### config.mk
export PLATFORM = sky130hd
export DESIGN_NAME = shift_deserializer_flat
export DESIGN_NICKNAME = d
export VERILOG_FILES = /design/src/rtl/shift_deserializer_if.sv /design/src/rtl/shift_deserializer.sv /design/src/flat_wrapper.sv
export SDC_FILE = /design/constraint.sdc
export NUM_CORES = 1
export LEC_CHECK = 0
export BUFFER_PORTS_ARGS = -buffer_cell sky130_fd_sc_hd__buf_2
export CORE_ASPECT_RATIO = 0.8
export CORE_UTILIZATION = 58
export CTS_CLUSTER_SIZE = 8
export DETAILED_ROUTE_END_ITERATION = 12
export GPL_ROUTABILITY_DRIVEN = 1
export PLACE_DENSITY = 0.82
export SLEW_MARGIN = 20
export SYNTH_ARGS = -nofsm -noshare
export SYNTH_HDL_FRONTEND = slang
export SYNTH_SLANG_ARGS = --single-unit
### constraint.sdc
create_clock -name clk -period 4.3 [get_ports clk]
set_input_delay 0 -clock clk [delete_from_list [all_inputs] [get_ports clk]]
set_output_delay 0 -clock clk [all_outputs]
set_load 0.02 [all_outputs]
### src/rtl/shift_deserializer_if.sv
// ----------------------------------------------------------------------------
// shift_deserializer_if
// Bundles the serial input handshake and the parallel output handshake of
// shift_deserializer.
//
// Handshake semantics (both channels): a transfer happens on a rising clk
// edge where valid && ready are both 1. The source holds its data and valid
// stable until that edge. The sink may raise or lower ready freely.
// in_ready depends combinationally on out_ready.
//
// Signals:
//   is_left_shift  word direction, sampled on the first bit of each word
//   shift_in       serial data bit
//   in_valid       shift_in is valid
//   in_ready       deserializer accepts a bit this cycle
//   data_out       last completed word
//   out_valid      data_out holds an unconsumed word
//   out_ready      consumer takes data_out this cycle
//   bit_count      bits accepted into the current word
//   parity_err     parity result for data_out, qualified by out_valid
//
// Modports:
//   master  bit producer / word consumer side
//   slave   the deserializer
// ----------------------------------------------------------------------------
interface shift_deserializer_if #(
  parameter int SIZE = 8
);
  localparam int CW = $clog2(SIZE + 2);

  logic            is_left_shift;
  logic            shift_in;
  logic            in_valid;
  logic            in_ready;
  logic [SIZE-1:0] data_out;
  logic            out_valid;
  logic            out_ready;
  logic [CW-1:0]   bit_count;
  logic            parity_err;

  modport master (
    output is_left_shift, shift_in, in_valid, out_ready,
    input  in_ready, data_out, out_valid, bit_count, parity_err
  );

  modport slave (
    input  is_left_shift, shift_in, in_valid, out_ready,
    output in_ready, data_out, out_valid, bit_count, parity_err
  );
endinterface

### src/rtl/shift_deserializer.sv
// ----------------------------------------------------------------------------
// shift_deserializer
// Serial-to-parallel receiver for the ALU shifter's serial bit stream. One
// bit per cycle is accepted on a valid/ready handshake and assembled into a
// SIZE-bit word, MSB-first (is_left_shift=1) or LSB-first (is_left_shift=0).
// Completed words sit in an output holding register with their own
// valid/ready handshake.
//
// Ports:
//   clk    rising-edge clock
//   rst_n  asynchronous active-low reset
//   bus    shift_deserializer_if.slave (serial input + parallel output)
//
// Optional feature macro: SHIFT_DESER_PARITY_EN
//   Defined:   each word is SIZE data bits followed by one even-parity bit;
//              parity_err = XOR of data bits and parity bit.
//   Undefined: each word is SIZE bits; parity_err is tied to 0.
// ----------------------------------------------------------------------------
module shift_deserializer #(
  parameter int SIZE = 8
) (
  input logic                  clk,
  input logic                  rst_n,
  shift_deserializer_if.slave  bus
);
  localparam int CW = $clog2(SIZE + 2);
`ifdef SHIFT_DESER_PARITY_EN
  localparam int LAST = SIZE;
`else
  localparam int LAST = SIZE - 1;
`endif
  localparam logic [CW-1:0] LAST_C = CW'(LAST);

  logic [SIZE-1:0] sr;
  logic [SIZE-1:0] sr_next;
  logic [SIZE-1:0] data_q;
  logic [CW-1:0]   cnt_q;
  logic            dir_q;
  logic            dir_eff;
  logic            ov_q;
  logic            at_last;
  logic            in_ready_c;
  logic            accept;

  always_comb begin
    at_last    = (cnt_q == LAST_C);
    // The first bit of a word uses the live direction input; later bits use
    // the latched copy so mid-word changes are ignored.
    dir_eff    = (cnt_q == '0) ? bus.is_left_shift : dir_q;
    sr_next    = dir_eff ? {sr[SIZE-2:0], bus.shift_in}
                         : {bus.shift_in, sr[SIZE-1:1]};
    // Only the word-completing bit can be blocked, and only while the
    // holding register is full and not being drained this cycle.
    in_ready_c = !at_last || !ov_q || bus.out_ready;
    accept     = bus.in_valid && in_ready_c;
  end

  assign bus.in_ready  = in_ready_c;
  assign bus.data_out  = data_q;
  assign bus.out_valid = ov_q;
  assign bus.bit_count = cnt_q;

`ifdef SHIFT_DESER_PARITY_EN
  logic perr_q;
  assign bus.parity_err = perr_q;
`else
  assign bus.parity_err = 1'b0;
`endif

  always_ff @(posedge clk or negedge rst_n) begin
    if (!rst_n) begin
      sr     <= '0;
      cnt_q  <= '0;
      dir_q  <= 1'b0;
      data_q <= '0;
      ov_q   <= 1'b0;
`ifdef SHIFT_DESER_PARITY_EN
      perr_q <= 1'b0;
`endif
    end else begin
      if (accept) begin
        if (cnt_q == '0) dir_q <= bus.is_left_shift;
        if (at_last) begin
          cnt_q <= '0;
`ifdef SHIFT_DESER_PARITY_EN
          // Final bit is the parity bit: the data word is already in sr.
          data_q <= sr;
          perr_q <= (^sr) ^ bus.shift_in;
`else
          data_q <= sr_next;
          sr     <= sr_next;
`endif
        end else begin
          sr    <= sr_next;
          cnt_q <= cnt_q + CW'(1);
        end
      end

      // A completing word wins over a consume in the same cycle, so the
      // replaced word is presented without a gap.
      if (accept && at_last) ov_q <= 1'b1;
      else if (ov_q && bus.out_ready) ov_q <= 1'b0;
    end
  end
endmodule

### src/flat_wrapper.sv
// flat-port wrapper written by rule: the top's interface ports become plain ports
module shift_deserializer_flat 
#(
  parameter int SIZE = 8
)
  (clk, rst_n, bus_is_left_shift, bus_shift_in, bus_in_valid, bus_out_ready, bus_in_ready, bus_data_out, bus_out_valid, bus_bit_count, bus_parity_err);
  shift_deserializer_if #(.SIZE(SIZE)) bus_i ();
  input logic clk;
  input logic rst_n;
  input wire logic [$bits(bus_i.is_left_shift)-1:0] bus_is_left_shift;
  input wire logic [$bits(bus_i.shift_in)-1:0] bus_shift_in;
  input wire logic [$bits(bus_i.in_valid)-1:0] bus_in_valid;
  input wire logic [$bits(bus_i.out_ready)-1:0] bus_out_ready;
  output wire logic [$bits(bus_i.in_ready)-1:0] bus_in_ready;
  output wire logic [$bits(bus_i.data_out)-1:0] bus_data_out;
  output wire logic [$bits(bus_i.out_valid)-1:0] bus_out_valid;
  output wire logic [$bits(bus_i.bit_count)-1:0] bus_bit_count;
  output wire logic [$bits(bus_i.parity_err)-1:0] bus_parity_err;
  assign bus_i.is_left_shift = bus_is_left_shift;
  assign bus_i.shift_in = bus_shift_in;
  assign bus_i.in_valid = bus_in_valid;
  assign bus_i.out_ready = bus_out_ready;
  assign bus_in_ready = bus_i.in_ready;
  assign bus_data_out = bus_i.data_out;
  assign bus_out_valid = bus_i.out_valid;
  assign bus_bit_count = bus_i.bit_count;
  assign bus_parity_err = bus_i.parity_err;
  shift_deserializer #(.SIZE(SIZE)) u_core (.clk(clk), .rst_n(rst_n), .bus(bus_i));
endmodule
==> run_results.csv <==
group,metric,value,unit
status,outcome,"finished, final reports clean",
timing,finalMaxSlewViolations,0,
floorplan,num_rows,14,
route,dr.first_iter.drc_count,8,
placement,dp.final_hpwl,1540,um
critical_path,criticalPathCategory,"reg2reg",
placement,finalWeightedCongestion,0.805,
route,drt_pre_antenna_iters,4,
synthesis,postSynthAreaPerCell,13.2,um^2
pwr,areal_power_density_over_the_cells,760,nW/um^2
final_layout,final_layout_size_suffix_gt1_share,39.3,%
min_path,holdCritPathClass,"in2reg",
critical_path,crit_path_cell_trace,"ha_1, nand2_1, o31a_1, mux2_4",
final_layout,area.sequential,551,um^2
clock_network,clk_root_buffer_cell,"sky130_fd_sc_hd__clkbuf_4",
clock_network,ctsResizeCount,0,
synthesis,yosys_register_bits,22,
critical_path,endpoint_kind,"flip-flop",
timing,final_setup_fails,0,
placement,port_buffers,19,
floorplan,boundaryPins,21,
synthesis,synth_seq_area_share,45.5,%
final_layout,final-instance-count-excl-fill,136,
clock_network,cts_made_buffers,3,
synthesis,synth.cell_area,1210,um^2
floorplan,starting_utilization_of_the_core_area,62.9,%
floorplan,floorplan.die.width,53.1,um
final_layout,layout_fillers,145,
critical_path,critical-path-slowest-cell,"sky130_fd_sc_hd__o31a_1",
timing,max_freq,551,MHz
critical_path,critical_path.startpoint_type,"flip-flop",
timing,worst_pin_slew,0.668,ns
synthesis,synthFlopType,"sky130_fd_sc_hd__dfrtp_1",
final_layout,area.growth.synth_to_final,12.3,%
timing,final.period_utilization,42.2,%
route,detailroute.via_count,778,
route,post-route-drc-count,0,
critical_path,critical_path.startpoint,"u_core.bus.bit_count[1]$_DFFE_PN0P_",
critical_path,worst_ep_arrival_time,2.02,ns
timing,finalHoldViolCount,0,
route,drt-vias-per-instance,5.72,
final_layout,final_design_area_no_fill,1360,um^2
clock_network,clkSinkCount,22,
synthesis,fraction_of_registers_with_async_set_or_reset_after_synthesis,100,%
pwr,peakVddDrop,457,uV
critical_path,cp.required,4.50,ns
final_layout,utilization,70.6,%
clock_network,cts_buffer_depth,2,
clock_network,cts_tree,"yes",
route,final_antenna_net_count,0,
clock_network,insertion_delay,0.31,ns
timing,final_period_minus_worst_setup_slack,1.82,ns
placement,placed_cells,130,
timing,finalSetupTns,0,ns
critical_path,worst_path_largest_cell_delay,0.57,ns
timing,timing.clock.skew,0.00817,ns
timing,worst_slew_margin_rel,55.5,%
final_layout,insertedDiodeCount,0,
critical_path,worstReg2RegStart,"u_core.bus.bit_count[1]$_DFFE_PN0P_",
floorplan,core_area,1930,um^2
min_path,hp-start,"bus_out_ready",
route,detail_route.wirelength,2200,um
global_routing,grt_max_degree,23,
synthesis,yosys_warnings,0,
critical_path,reg2reg_slack,2.48,ns
global_routing,global_route.usage.total,23.0,%
pwr,power_leakage,0.671,nW
critical_path,critical_path_peak_fanout,10,
global_routing,antenna_found_initial,0,
clock_network,clkTransAtPathRegs,0.12,ns
synthesis,syn_inst,92,
global_routing,grt_pass1_wl,3640,um
final_layout,area_of_the_multi_input_gates,613,um^2
floorplan,die_h,42.9,um
synthesis,edff_count_synth,0,
synthesis,post_synth_num_cell_types,24,
run,maxCapViolations,0,
synthesis,syn-num-nets,100,
floorplan,die_area,2280,um^2
timing,grt_setup_unrepaired,"no",
placement,placed_cell_area,1300,um^2
global_routing,grt.overflow.total,0,
final_layout,finish.net_count,121,
clock_network,cts_h_tree_depth,1,
route,wire_per_inst,16.2,um
global_routing,grt_pass1_vias,767,
[kinds of logic (layout without fill, tap and decap cells)]
group / Yosys count / after routing / synth area share (%)
adders and majority gates: 2 / 2 / 2.07
and+or+nand+nor: 11 / 11 / 5.47
other: 1 / 1 / 0.310
AOI/OAI and AO/OA: 6 / 6 / 3.41
buffers and inverters: 8 / 28 / 3.93
muxes: 42 / 42 / 39.4
DFF: 22 / 22 / 45.5
[worst paths after layout]
path,cells past startpoint,endpoint
max in group asynchronous,2,u_core.bus.data_out[2]$_DFFE_PN0P_
hold reg to reg,1,u_core.bus.data_out[7]$_DFFE_PN0P_
hold / removal,3,u_core.bus.out_valid$_DFFE_PN0P_
setup / recovery,4,u_core.sr[3]$_DFFE_PN0P_
min in group asynchronous,2,u_core.bus.data_out[7]$_DFFE_PN0P_
setup reg to reg,4,u_core.sr[3]$_DFFE_PN0P_
[metal layers]
| metal | track usage, % | vias to the layer above | part of all wire, % | routed length [um] |
|---|---|---|---|---|
| met5 | 0 | - | 0 | 0 |
| met4 | 4.74 | 0 | 0 | 0 |
| met3 | 7.53 | 0 | 4.5 | 98 |
| met2 | 34.4 | 19 | 46 | 1010 |
| met1 | 32.6 | 388 | 50 | 1090 |
| li1 | - | 371 | - | - |
[stage by stage]
stage	setup WS, ns	total power (W)	hold slack [ns]
finish	2.48	0.00103	0.0655
detailed placement	2.51	0.000924	-0.00245
global placement	2.58	0.000896	-0.00936
global route	2.42	0.00110	0.0796
floorplan	2.66	0.000790	-0.296
CTS	2.48	0.00104	0.0522
[synthesized netlist by cell type, drive strengths merged (2+ instances only)]
cell,number,area [um^2]
ha,2,25.0
buf,5,36.3
inv,2,7.51
mux2,18,236
dfrtp,22,551
mux2i,24,240
nand2,4,15.0
nand2b,2,12.5
[report_power, final]
| part | internal [W] | total (W) | leakage (nW) | switching, W |
|---|---|---|---|---|
| Combinational | 0.000263 | 0.000493 | 0.385 | 0.000230 |
| Clock | 0.0000518 | 0.000115 | 0.0210 | 0.0000630 |
| Sequential | 0.000308 | 0.000425 | 0.266 | 0.000117 |
| Total | 0.000623 | 0.00103 | 0.671 | 0.000410 |
[layout by cell type (no fill, tap or decap), drive strengths merged, types with 2 or more instances in the layout]
cell         count
buf             20
ha               2
dfrtp           22
clkbuf           4
inv              2
nand2b           2
nand2            4
dlygate4sd3      2
mux2i           24
mux2            18
[final cells by class]
cell class / count / area share, %
Multi-Input combinational cell: 62 / 45.1
Sequential cell: 22 / 40.5
Timing Repair Buffer: 22 / 9.02
Clock buffer: 4 / 2.67
Tap cell: 24 / 2.21
Inverter: 2 / 0.552
[critical path, delay by kind of cell, from the launching register on]
kind,cells,cell delay [ns]
mux,1,0.35
compound gates,1,0.57
simple gates,1,0.08
flops,1,0.45
fa+ha+maj,1,0.26
[what timing repair did]
| item | CTS | global route |
|---|---|---|
| setup buffers | 0 | 0 |
| hold buffers | 2 | 0 |
| hold endpoints to repair | 24 | 0 |
[registers in the layout (all words and copies together) (netlist names)]
| register | flops |
|---|---|
| u_core.bus.bit_count | 4 |
| u_core.dir_q | 1 |
| u_core.sr | 8 |
| u_core.bus.out_valid | 1 |
| u_core.bus.data_out | 8 |
Power figures use the tool's default switching activity.
